### src/rtl/uart_pkg.sv
// Shared constants and state encoding for the UART transmit path.
package uart_pkg;

  localparam logic [1:0] PAR_NONE = 2'b00;
  localparam logic [1:0] PAR_ODD  = 2'b01;
  localparam logic [1:0] PAR_EVEN = 2'b10;

  typedef enum logic [2:0] {
    ST_IDLE   = 3'd0,
    ST_START  = 3'd1,
    ST_DATA   = 3'd2,
    ST_PARITY = 3'd3,
    ST_STOP   = 3'd4
  } uart_state_e;

  // Code 11 is reserved and behaves as no parity.
  function automatic logic parity_on(input logic [1:0] mode);
    return (mode == PAR_ODD) || (mode == PAR_EVEN);
  endfunction

endpackage

### src/rtl/sync_fifo.sv
// Synchronous show-ahead FIFO; pointers carry one extra bit to tell full from empty.
module sync_fifo #(
  parameter int WIDTH = 8,
  parameter int DEPTH = 16
) (
  input  logic                     CLK,
  input  logic                     i_reset,
  input  logic                     push,
  input  logic                     pop,
  input  logic [WIDTH-1:0]         wr_dat,
  output logic [WIDTH-1:0]         rd_dat,
  output logic                     full,
  output logic                     empty,
  output logic [$clog2(DEPTH):0]   level
);

  localparam int AW = $clog2(DEPTH);
  localparam logic [AW:0] PTR_ONE  = 1;
  localparam logic [AW:0] FULL_LVL = DEPTH[AW:0];

  logic [WIDTH-1:0] mem [DEPTH];
  logic [AW:0]      wr_ptr;
  logic [AW:0]      rd_ptr;

  assign level  = wr_ptr - rd_ptr;
  assign full   = (level == FULL_LVL);
  assign empty  = (wr_ptr == rd_ptr);
  assign rd_dat = mem[rd_ptr[AW-1:0]];

  // Storage is deliberately left unreset; only the pointers define contents.
  always_ff @(posedge CLK) begin
    if (push && !full) mem[wr_ptr[AW-1:0]] <= wr_dat;
  end

  always_ff @(posedge CLK or posedge i_reset) begin
    if (i_reset) begin
      wr_ptr <= '0;
      rd_ptr <= '0;
    end else begin
      if (push && !full) wr_ptr <= wr_ptr + PTR_ONE;
      if (pop && !empty) rd_ptr <= rd_ptr + PTR_ONE;
    end
  end

endmodule

### src/rtl/uart_tx_fifo.sv
// UART transmitter fed by a FIFO; frame settings are captured per word at pop time.
//   state     | meaning
//   ST_IDLE   | line high, waiting for enable and a queued word
//   ST_START  | start bit (0)
//   ST_DATA   | data bits, LSB first
//   ST_PARITY | parity bit, only when parity is selected
//   ST_STOP   | one or two stop bits (1), may chain straight into ST_START
module uart_tx_fifo
  import uart_pkg::*;
#(
  parameter int DATA_BITS  = 8,
  parameter int FIFO_DEPTH = 16,
  parameter int DIV_W      = 16
) (
  input  logic                          CLK,
  input  logic                          i_reset,
  input  logic [DIV_W-1:0]              i_cycles_per_bit,
  input  logic [1:0]                    i_parity_mode,
  input  logic                          i_two_stop,
  input  logic                          i_enable,
  input  logic                          i_write,
  input  logic [DATA_BITS-1:0]          i_dat,
  output logic                          o_ready,
  output logic                          o_overflow,
  output logic [$clog2(FIFO_DEPTH):0]   o_level,
  output logic                          o_busy,
  output logic                          o_sout
);

  localparam int BC_W = 4;

  uart_state_e          state_q, state_d;
  logic [BC_W-1:0]      bit_q, bit_d;
  logic [DIV_W-1:0]     timer_q;
  logic [DIV_W-1:0]     cpb_q;
  logic [1:0]           par_q;
  logic                 two_q;
  logic                 par_bit_q;
  logic [DATA_BITS-1:0] data_q;
  logic [DATA_BITS-1:0] fifo_dat;
  logic                 fifo_full, fifo_empty;
  logic                 push, pop, tick, start_ok, load_timer, sout_d;

  assign push     = i_write && !fifo_full;
  assign o_ready  = !fifo_full;
  assign start_ok = i_enable && !fifo_empty;
  assign tick     = (timer_q == '0);

  // A bit lasts N cycles, so the down-counter starts at N-1; N=0 behaves as 1.
  function automatic logic [DIV_W-1:0] last_count(input logic [DIV_W-1:0] n);
    return (n == '0) ? '0 : n - DIV_W'(1);
  endfunction

  sync_fifo #(.WIDTH(DATA_BITS), .DEPTH(FIFO_DEPTH)) u_fifo (
    .CLK    (CLK),
    .i_reset(i_reset),
    .push   (push),
    .pop    (pop),
    .wr_dat (i_dat),
    .rd_dat (fifo_dat),
    .full   (fifo_full),
    .empty  (fifo_empty),
    .level  (o_level)
  );

  always_ff @(posedge CLK or posedge i_reset) begin
    if (i_reset) begin
      state_q    <= ST_IDLE;
      bit_q      <= '0;
      timer_q    <= '0;
      cpb_q      <= '0;
      par_q      <= PAR_NONE;
      two_q      <= 1'b0;
      par_bit_q  <= 1'b0;
      data_q     <= '0;
      o_sout     <= 1'b1;
      o_overflow <= 1'b0;
    end else begin
      state_q    <= state_d;
      bit_q      <= bit_d;
      o_sout     <= sout_d;
      o_overflow <= i_write && fifo_full;
      if (pop) begin
        cpb_q     <= i_cycles_per_bit;
        par_q     <= i_parity_mode;
        two_q     <= i_two_stop;
        data_q    <= fifo_dat;
        par_bit_q <= (^fifo_dat) ^ (i_parity_mode == PAR_ODD);
        timer_q   <= last_count(i_cycles_per_bit);
      end else begin
        if (state_q == ST_DATA && tick) data_q <= data_q >> 1;
        if (load_timer)  timer_q <= last_count(cpb_q);
        else if (!tick)  timer_q <= timer_q - DIV_W'(1);
      end
    end
  end

  always_comb begin
    state_d    = state_q;
    bit_d      = bit_q;
    pop        = 1'b0;
    load_timer = 1'b0;
    case (state_q)
      ST_IDLE: begin
        if (start_ok) begin
          state_d = ST_START;
          pop     = 1'b1;
        end
      end
      ST_START: begin
        if (tick) begin
          state_d    = ST_DATA;
          bit_d      = '0;
          load_timer = 1'b1;
        end
      end
      ST_DATA: begin
        if (tick) begin
          load_timer = 1'b1;
          if (bit_q == BC_W'(DATA_BITS - 1)) begin
            state_d = parity_on(par_q) ? ST_PARITY : ST_STOP;
            bit_d   = '0;
          end else begin
            bit_d = bit_q + BC_W'(1);
          end
        end
      end
      ST_PARITY: begin
        if (tick) begin
          state_d    = ST_STOP;
          bit_d      = '0;
          load_timer = 1'b1;
        end
      end
      ST_STOP: begin
        if (tick) begin
          if (two_q && bit_q == '0) begin
            bit_d      = BC_W'(1);
            load_timer = 1'b1;
          end else if (start_ok) begin
            state_d = ST_START;
            pop     = 1'b1;
          end else begin
            state_d = ST_IDLE;
          end
        end
      end
      default: state_d = ST_IDLE;
    endcase
  end

  // The line is registered, so it trails the state by one cycle.
  always_comb begin
    sout_d = 1'b1;
    o_busy = (state_q != ST_IDLE);
    case (state_q)
      ST_START:  sout_d = 1'b0;
      ST_DATA:   sout_d = data_q[0];
      ST_PARITY: sout_d = par_bit_q;
      default:   sout_d = 1'b1;
    endcase
  end

endmodule

### config.mk
export PLATFORM = sky130hd
export DESIGN_NAME = uart_tx_fifo
export DESIGN_NICKNAME = d
export VERILOG_FILES = /design/src/rtl/uart_pkg.sv /design/src/rtl/sync_fifo.sv /design/src/rtl/uart_tx_fifo.sv
export SDC_FILE = /design/constraint.sdc
export NUM_CORES = 1
export LEC_CHECK = 0
export BUFFER_PORTS_ARGS = -buffer_cell sky130_fd_sc_hd__buf_2
export CAP_MARGIN = 20
export CORE_ASPECT_RATIO = 1.1
export CORE_UTILIZATION = 45
export DETAILED_ROUTE_END_ITERATION = 16
export PLACE_DENSITY = 0.58
export SLEW_MARGIN = 10
export SYNTH_ARGS = -nofsm -noshare
export SYNTH_HDL_FRONTEND = slang
export SYNTH_SLANG_ARGS = --single-unit
### constraint.sdc
create_clock -name CLK -period 4.5 [get_ports CLK]
set_input_delay 1.35 -clock CLK [delete_from_list [all_inputs] [get_ports CLK]]
set_output_delay 1.35 -clock CLK [all_outputs]
set_load 0.01 [all_outputs]
==> impl_metrics.json, run 1 <==
{
  "tns_ns": 0,
  "hold_viol_final": 0,
  "gp_congestion": 0.920,
  "critPathRequiredTime_ns": 3.15,
  "drive_gt1_share_pct": 16.4,
  "reg2reg_to": "u_fifo.mem[13][6]",
  "finalSetupViolCount": 0,
  "post_cts_buffers": 0,
  "antenna_found_initial": 0,
  "drc": 0,
  "report.final.slew_viol_count": 0,
  "max-slew-margin-rel_pct": 41.3,
  "worst_skew_pair.late_latency_ns": 0.43,
  "synth_flop_cell": "edfxtp_1",
  "n_antenna_cell": 0,
  "synth_top_area_share_pct": 42.1,
  "hold_start": "u_fifo.rd_ptr[4]",
  "cts_buffer_depth": 2,
  "cts_hold_buffers": 0,
  "fmaxAchievable_ghz": 0.251,
  "yosys_warnings": 0,
  "synth_area_mm2": 0.00912,
  "grt_max_degree": 35,
  "io_pins": 40,
  "seq_area_frac_synth_pct": 59.4,
  "cts_buffers": 17,
  "synth-edff-count": 128,
  "routed_wl_um": 19100,
  "clk_pin_slew_ns": 0.07,
  "rows": 54,
  "hold_path_end": "u_fifo.rd_ptr[4]",
  "nNetsFinal": 796,
  "synth.area.top_cells": "edfxtp_1 42%, dfrtp_1 17%, mux4_2 6.2%",
  "synth_top_area_cell": "edfxtp_1",
  "ant_nets": 0,
  "drtIter0Drc": 312,
  "hp-class": "register to register",
  "r2r_slack_ns": 0.89,
  "status": "complete, no violations",
  "yosysMostFrequentCell": "edfxtp_1",
  "critPathArrivalTime_ns": 2.64,
  "ctsHtreeMaxLevel": 4,
  "die-area_mm2": 0.0208,
  "cts_tree": "yes",
  "area_growth_pct": 11.0,
  "rr_startpoint": "u_fifo.wr_ptr[0]",
  "r2r_cells": 11,
  "synthCells": 705,
  "cts-resized-gates": 0,
  "worstHoldPathCells": 1,
  "wl_per_cell_um": 18.9,
  "skew_ns": 0.0222,
  "drv_cap": 0,
  "vdd_drop_max_uv": 304,
  "synth.top_cells.by_count": "128 x edfxtp_1, 101 x nand2_1, 62 x dfrtp_1, 55 x nor2_1, 29 x xnor2_1",
  "initial_core_util_pct": 45.9,
  "drt_pass1_iterations": 5,
  "synth_cell_types": 65,
  "viasPerCell": 5.62,
  "ys_async_sr_fraction_pct": 33.0,
  "grt_pass1_wl_um": 30500,
  "port_buffers": 39,
  "ys_ff_latch": 191,
  "grt_use_total_pct": 19.7,
  "grt_pass1_vias": 5772,
  "power.density_mw_per_mm2": 644,
  "syn_avg_cell_area_um2": 12.9,
  "startpoint_type": "register",
  "finalCriticalPeriod_ns": 3.99,
  "power_uw": 6520,
  "overflow": 0,
  "vias": 5689,
  "cp_max_fo": 4,
  "root_buffer": "clkbuf_16",
  "p_leak_uw": 0.00379,
  "core_mm2": 0.0199,
  "path_class": "register to output pin",
  "die_x_um": 138,
  "syn_nets": 753,
  "tightest_slew_ns": 0.877,
  "cp-end-kind": "output pin",
  "rsz0062_at_grt": "no",
  "cts.sinks": 191,
  "finalCritPeriodShare_pct": 88.6,
  "place_hpwl_um": 13500,
  "die_y_um": 151
}
layout make-up:
type                    instances  area [µm²]
fillers                      1769        9740
well taps                     252         315
inverters                      23        86.3
multi-input cells             458        3450
flip-flops and latches        191        5420
clock inverters                13        88.8
clock buffers                  19         433
repair buffers                 57         330
stage by stage:
stage / utilization [%] / std cells / hold slack [ns] / instance area, µm² / worst slack (ns)
floorplan: - / 705 / 0.438 / 9120 / 0.997
global placement: 48.3 / 981 / 0.470 / 9600 / 0.969
detailed placement: 48.3 / 981 / 0.489 / 9600 / 0.906
CTS: 51.0 / 1013 / 0.507 / 10100 / 0.517
global route: 51.0 / 1013 / 0.516 / 10100 / 0.319
finish: 51.0 / 1013 / 0.500 / 10100 / 0.513
how the worst max path moves through the flow:
| stage | startpoint | endpoint | slack, ns |
|---|---|---|---|
| global route | u_fifo.wr_ptr[0] | o_ready | 0.32 |
| global placement | i_cycles_per_bit[9] | timer_q[0] | 0.97 |
| floorplan | u_fifo.rd_ptr[1] | u_fifo.mem[3][0] | 1.0 |
| CTS | u_fifo.wr_ptr[0] | o_ready | 0.52 |
| detailed placement | i_cycles_per_bit[9] | timer_q[0] | 0.91 |
| finish | u_fifo.wr_ptr[0] | o_ready | 0.51 |
cells by family (layout without fill, tap and decap cells):
kind of cell	after synthesis	count (layout)	synth area share [%]
xor gates and xnor gates	57	57	5.71
and+or+nand+nor	244	244	12.6
AOI/OAI and AO/OA	89	89	6.27
adders and majority gates	17	17	2.41
buffers and inverters	56	112	2.77
muxes	51	51	10.8
DFF	191	191	59.4
sequential cells by signal, summed over array words and instances, names as in the netlist:
name	cells
bit_q	4
cpb_q	16
data_q	8
o_overflow	1
o_sout	1
par_bit_q	1
par_q	2
state_q	3
timer_q	16
two_q	1
u_fifo.mem	128
u_fifo.rd_ptr	5
u_fifo.wr_ptr	5
routing by layer:
metal  track usage, %  part of all wire, %  vias up  routed length [µm]
met5                0                    0        -                   0
met4             5.43                  1.1        0                 210
met3             3.41                  2.7       20                 522
met2             34.7                   52      101                9850
met1             24.9                   45     2878                8520
li1                 -                    -     2690                   -
critical path, cell delays in order, from the launching register on:
cell and delay, ns:
dfrtp_1 0.43, inv_1 0.17, ha_1 0.20, inv_1 0.06
fa_1 0.44, a21o_1 0.19, a21oi_1 0.18, xor2_1 0.21
o211ai_1 0.16, buf_2 0.17
report_power, final:
part,switching [µW],internal (µW)
combinational,1410,1180
sequential,307,2260
clock,655,710
total,2370,4150
placed cells by master (no fill, tap or decap), types with 15 or more instances in the layout:
master,instances
dfrtp_1,61
mux2i_1,15
inv_1,21
edfxtp_1,128
o21ai_1,16
nand2_1,101
mux4_2,25
nor2_1,55
a21oi_1,20
nor3_1,20
buf_2,39
buf_4,18
xnor2_1,29
xor2_1,26
clkbuf_16,17
ha_1,16
No activity file was read; power rests on OpenSTA's default activity.
==> inputs of run 2 (changes only) <==
CORE_ASPECT_RATIO = default   (was 1.1)
==> run 2 against run 1 <==
Clock skew fell by 0.011 ns. Non-clock buffer count fell by 4. Final cell count rose by 0.89%. Utilization rose by 0.90 points. Largest cell class unchanged. Wire length rose by 5.7%.
==> impl_metrics.json, run 2 (synthesis gave the netlist of run 1 again) <==
{
  "drt_pass1_iterations": 5,
  "dr_wl_met3_um": 846,
  "port_buffers": 39,
  "p_int_uw": 4240,
  "cp-end-kind": "output pin",
  "cpMaxStageDelayCell": "fa_1",
  "critPathRequiredTime_ns": 3.15,
  "nNetsFinal": 792,
  "die_x_um": 144,
  "vdd_drop_max_uv": 323,
  "path_class": "register to output pin",
  "grt_pass1_wl_um": 31800,
  "cp_cell_sequence": "inv_1 > ha_1 > inv_1 > fa_1 > a21o_1 > a21oi_1 > xor2_1 > o211ai_1 > buf_2",
  "cts_buffers": 17,
  "initial_core_util_pct": 46.4,
  "r2r_cells": 11,
  "wl_met2_um": 10200,
  "power.density_mw_per_mm2": 660,
  "clkPwrFrac_pct": 22.5,
  "drc": 0,
  "io_pins": 40,
  "vias": 5635,
  "routed_wl_um": 20200,
  "p_seq_share_pct": 38.3,
  "ant_nets": 0,
  "drt-met1-wl_um": 8810,
  "rr_startpoint": "u_fifo.wr_ptr[0]",
  "hp-class": "register to register",
  "skew_ns": 0.0109,
  "rsz0062_at_grt": "no",
  "critPathMostFrequentCell": "inv_1",
  "grt_pass1_vias": 5680,
  "antenna_found_initial": 0,
  "cts-resized-gates": 0,
  "p_leak_uw": 0.00381,
  "grt_use_total_pct": 21.2,
  "final_common_cell": "edfxtp_1",
  "wl_per_cell_um": 19.8,
  "finalCritPeriodShare_pct": 90.1,
  "max_stage_delay_ns": 0.45,
  "place_area_mm2": 0.00958,
  "fin_area_mm2": 0.0102,
  "r2r_slack_ns": 0.86,
  "finalSetupViolCount": 0,
  "viasPerCell": 5.51,
  "rows": 51,
  "worst_skew_pair.late_latency_ns": 0.44,
  "post_cts_buffers": 0,
  "core_mm2": 0.0197,
  "layout_common_cells": "128 x edfxtp_1, 101 x nand2_1, 61 x dfrtp_1",
  "drive_gt1_share_pct": 16.5,
  "status": "complete, no violations",
  "drtIter0Drc": 453,
  "place_hpwl_um": 14000,
  "cts_buffer_depth": 2,
  "critPathArrivalTime_ns": 2.70,
  "fmaxAchievable_ghz": 0.247,
  "reg2reg_to": "u_fifo.mem[7][2]",
  "report.final.slew_viol_count": 0,
  "gp_congestion": 0.885,
  "finalCriticalPeriod_ns": 4.05,
  "power_frac_comb_pct": 39.1,
  "switchingPower_uw": 2490,
  "overflow": 0,
  "largest_reg_flops": 128,
  "cp_max_fo": 4,
  "cts_tree": "yes",
  "die_y_um": 144,
  "die-area_mm2": 0.0208,
  "tns_ns": 0,
  "hold_viol_final": 0,
  "area_growth_pct": 11.8,
  "tightest_slew_ns": 0.861,
  "swShare_pct": 37.0,
  "ctsHtreeMaxLevel": 4,
  "cts.sinks": 191,
  "fill_cells": 1735,
  "worstSetupStartpoint": "u_fifo.wr_ptr[0]",
  "grt_max_degree": 47,
  "root_buffer": "clkbuf_16",
  "startpoint_type": "register",
  "clk_pin_slew_ns": 0.07,
  "highest-signal-layer": "met4",
  "max-slew-margin-rel_pct": 42.4,
  "cts_hold_buffers": 0,
  "drv_cap": 0,
  "n_antenna_cell": 0,
  "crit_end": "o_ready"
}
[run 2: changes by cell type in the layout (fill, tap and decap cells not counted), moves of 2 or more]
| cell | delta |
|---|---|
| buf_4 | -5 |
| clkinv_8 | +2 |
| clkbuf_1 | -2 |
| clkinv_1 | -2 |
| inv_8 | +3 |
[run 2: area by class of cell]
class / instances / area [µm²] / share of cell area [%]
Inverter: 23 / 86.3 / 0.847
Timing Repair Buffer: 53 / 313 / 3.07
Clock buffer: 17 / 425 / 4.17
Multi-Input combinational cell: 458 / 3450 / 33.8
Sequential cell: 191 / 5420 / 53.2
Tap cell: 265 / 332 / 3.25
Clock inverter: 15 / 168 / 1.64
[run 2: metrics by stage]
stage / util (%) / worst slack [ns] / power, µW / cells / hold slack (ns)
4_1_cts: 51.8 / 0.461 / 6790 / 1021 / 0.487
3_3_place_gp: 48.7 / 0.994 / 5210 / 989 / 0.459
3_5_place_dp: 48.7 / 0.866 / 5270 / 989 / 0.468
6_report: 51.9 / 0.446 / 6720 / 1022 / 0.481
2_1_floorplan: - / 0.997 / 4550 / 705 / 0.438
5_1_grt: 51.9 / 0.277 / 7170 / 1022 / 0.504
[run 2: power groups by stage]
| stage | registers [µW] | logic [µW] | clock network [µW] |
|---|---|---|---|
| finish | 2580 | 2630 | 1510 |
| global route | 2630 | 2920 | 1620 |
| CTS | 2580 | 2660 | 1550 |
| detailed placement | 2610 | 2650 | 0 |
| global placement | 2590 | 2620 | 0 |
| floorplan | 2490 | 2050 | 0 |
[run 2: per-layer routing]
| metal | track usage (%) | up-vias |
|---|---|---|
| met3 | 4.87 | 26 |
| met2 | 35.4 | 151 |
| li1 | - | 2678 |
| met4 | 6.54 | 0 |
| met1 | 27.4 | 2780 |
| met5 | 0 | - |
[run 2: worst min-delay path by stage]
stage                     start                to  slack [ns]  depth (start not counted)
4_1_cts                   two_q             two_q        0.49                          2
2_1_floorplan             two_q             two_q        0.44                          2
3_5_place_dp              two_q             two_q        0.47                          2
6_report                  two_q             two_q        0.48                          2
3_3_place_gp              two_q             two_q        0.46                          2
5_1_grt        u_fifo.rd_ptr[4]  u_fifo.rd_ptr[4]        0.50                          1
[run 2: worst max-delay path: cells and delay by family, from the launching register on]
kind                     cells  cell delay (ns)
adder cells (fa/ha/maj)      2             0.65
XOR/XNOR                     1             0.24
flip-flops                   1             0.42
buffers and inverters        3             0.39
AO/OA/AOI/OAI                3             0.57
==> inputs of run 3 (changes only) <==
BUFFER_PORTS_ARGS = default   (was -buffer_cell sky130_fd_sc_hd__buf_2)
DONT_BUFFER_PORTS = 1   (was default)
PLACE_DENSITY = 0.57   (was 0.58)
SKIP_LAST_GASP = 1   (was default)
clock period = 4.36 ns   (was 4.5 ns; I/O delays follow)
==> run 3 against run 2 <==
Flip-flop and latch count is the same. Cell area shrank 1.1%. Clock power grew 5%. Final cell count shrank 2.7%. Critical path depth shrank 1.
==> impl_metrics.json, run 3 (synthesis gave the netlist of run 1 again) <==
{
  "max_stage_delay_ns": 0.45,
  "die-area_mm2": 0.0208,
  "finalCritPeriodShare_pct": 87.8,
  "initial_core_util_pct": 46.4,
  "drc": 0,
  "largest_reg_flops": 128,
  "finalSetupViolCount": 0,
  "final_common_cell": "edfxtp_1",
  "hold_viol_final": 0,
  "tns_ns": 0,
  "core_mm2": 0.0197,
  "rows": 51,
  "setup_ws_ns": 0.532,
  "finalCriticalPeriod_ns": 3.83,
  "pre_cts_ws_ns": 0.796,
  "cp-end-kind": "output pin",
  "wl_per_cell_um": 20.2,
  "routed_wl_um": 20100,
  "reg2reg_to": "u_fifo.mem[12][2]",
  "register_area_mm2": 0.00542,
  "tightest_slew_ns": 0.769,
  "rsz0062_at_grt": "no",
  "overflow": 0,
  "grt_max_degree": 35,
  "clk_pin_slew_ns": 0.08,
  "holdWs_ns": 0.484,
  "port_buffers": 0,
  "hold_path_end": "two_q",
  "cp_max_fo": 4,
  "place_hpwl_um": 14200,
  "worstHoldPathCells": 2,
  "cts_buffer_depth": 2,
  "p_leak_uw": 0.00372,
  "ctsHtreeMaxLevel": 4,
  "fill_cells": 1718,
  "grt_use_total_pct": 21.0,
  "power.density_mw_per_mm2": 686,
  "hp-class": "register to register",
  "cts.sinks": 191,
  "n_antenna_cell": 0,
  "path_class": "register to output pin",
  "cp_num_buf_inv": 2,
  "post_cts_buffers": 0,
  "viasPerCell": 5.59,
  "layout_common_cells": "128 x edfxtp_1, 101 x nand2_1, 61 x dfrtp_1",
  "multiInputGateArea_mm2": 0.00345,
  "fmaxAchievable_ghz": 0.261,
  "drtIter0Drc": 297,
  "cts_tree": "yes",
  "fin_util_pct": 51.3,
  "die_x_um": 144,
  "r2r_cells": 11,
  "cts_buffers": 17,
  "critPathRequiredTime_ns": 3.05,
  "antenna_found_initial": 0,
  "nNetsFinal": 764,
  "gp_congestion": 0.877,
  "drive_gt1_share_pct": 13.3,
  "status": "complete, no violations",
  "grt_pass1_wl_um": 31800,
  "vias": 5557,
  "cp_cell_sequence": "inv_1 > ha_1 > inv_1 > fa_1 > a21o_1 > a21oi_1 > xor2_1 > o211ai_1",
  "r2r_slack_ns": 0.79,
  "critPathMostFrequentCell": "inv_1",
  "critPathArrivalTime_ns": 2.52,
  "drv_cap": 0,
  "grt_pass1_vias": 5671,
  "area_growth_pct": 10.6,
  "skew_ns": 0.0170,
  "drt_pass1_iterations": 5,
  "report.final.slew_viol_count": 0,
  "ant_nets": 0,
  "max-slew-margin-rel_pct": 48.6,
  "rr_startpoint": "u_fifo.wr_ptr[0]",
  "die_y_um": 144,
  "io_pins": 40,
  "worst_skew_pair.late_latency_ns": 0.44,
  "startpoint_type": "register",
  "cts_hold_buffers": 0,
  "cts-resized-gates": 0,
  "cpLargestDelayFamily": "adder cells",
  "cpMaxStageDelayCell": "fa_1",
  "root_buffer": "clkbuf_16",
  "vdd_drop_max_uv": 461,
  "hold_start": "two_q"
}
[run 3: cell types whose count changed in the layout (fill, tap and decap cells not counted), sizes merged]
cell and change:
buf -28, clkinv +1, clkinvlp -2, inv +1
[run 3: metal layers]
metal / GRT usage (%) / share of wire [%]
met1: 26.0 / 42
met2: 37.0 / 52
met3: 4.64 / 4.8
met4: 5.32 / 1.2
met5: 0 / 0
[run 3: report_power, final]
part           leakage (µW)  internal, µW  switching [µW]  total (µW)
Sequential          0.00193          2330             320        2650
Combinational       0.00149          1200            1470        2670
Clock              0.000300           830             759        1590
Total               0.00372          4360            2550        6910
[run 3: worst reg2reg max path, cell delays in order (launching register included)]
cell and delay (ns):
dfrtp_1 0.42, inv_1 0.15, ha_1 0.19, inv_1 0.06, fa_1 0.45, a21o_1 0.20
a21oi_1 0.16, xor2_1 0.11, o211ai_1 0.21, and2_1 0.41, nand2_1 0.19, nor2_1 0.63
[run 3: worst max-delay path by stage]
stage / start / to / cells after the start
after floorplan: u_fifo.rd_ptr[1] / u_fifo.mem[3][0] / 12
after global placement: u_fifo.wr_ptr[0] / u_fifo.mem[12][5] / 11
after detailed placement: u_fifo.wr_ptr[0] / u_fifo.mem[12][0] / 11
after CTS: u_fifo.wr_ptr[0] / o_ready / 8
after global routing: u_fifo.wr_ptr[0] / o_ready / 8
final: u_fifo.wr_ptr[0] / o_ready / 8
[run 3: through the flow]
stage	cell area, µm²	total power (µW)	instances
after floorplan	9120	4690	705
after global routing	10100	7340	994
after CTS	10100	6980	994
after detailed placement	9480	5380	962
final	10100	6910	994
after global placement	9480	5310	962
[run 3: cell type report]
| type | count | area share, % |
|---|---|---|
| Sequential cell | 191 | 53.8 |
| Multi-Input combinational cell | 458 | 34.2 |
| Clock buffer | 17 | 4.22 |
| Tap cell | 265 | 3.29 |
| Timing Repair Buffer | 25 | 1.86 |
| Clock inverter | 15 | 1.82 |
| Inverter | 23 | 0.856 |
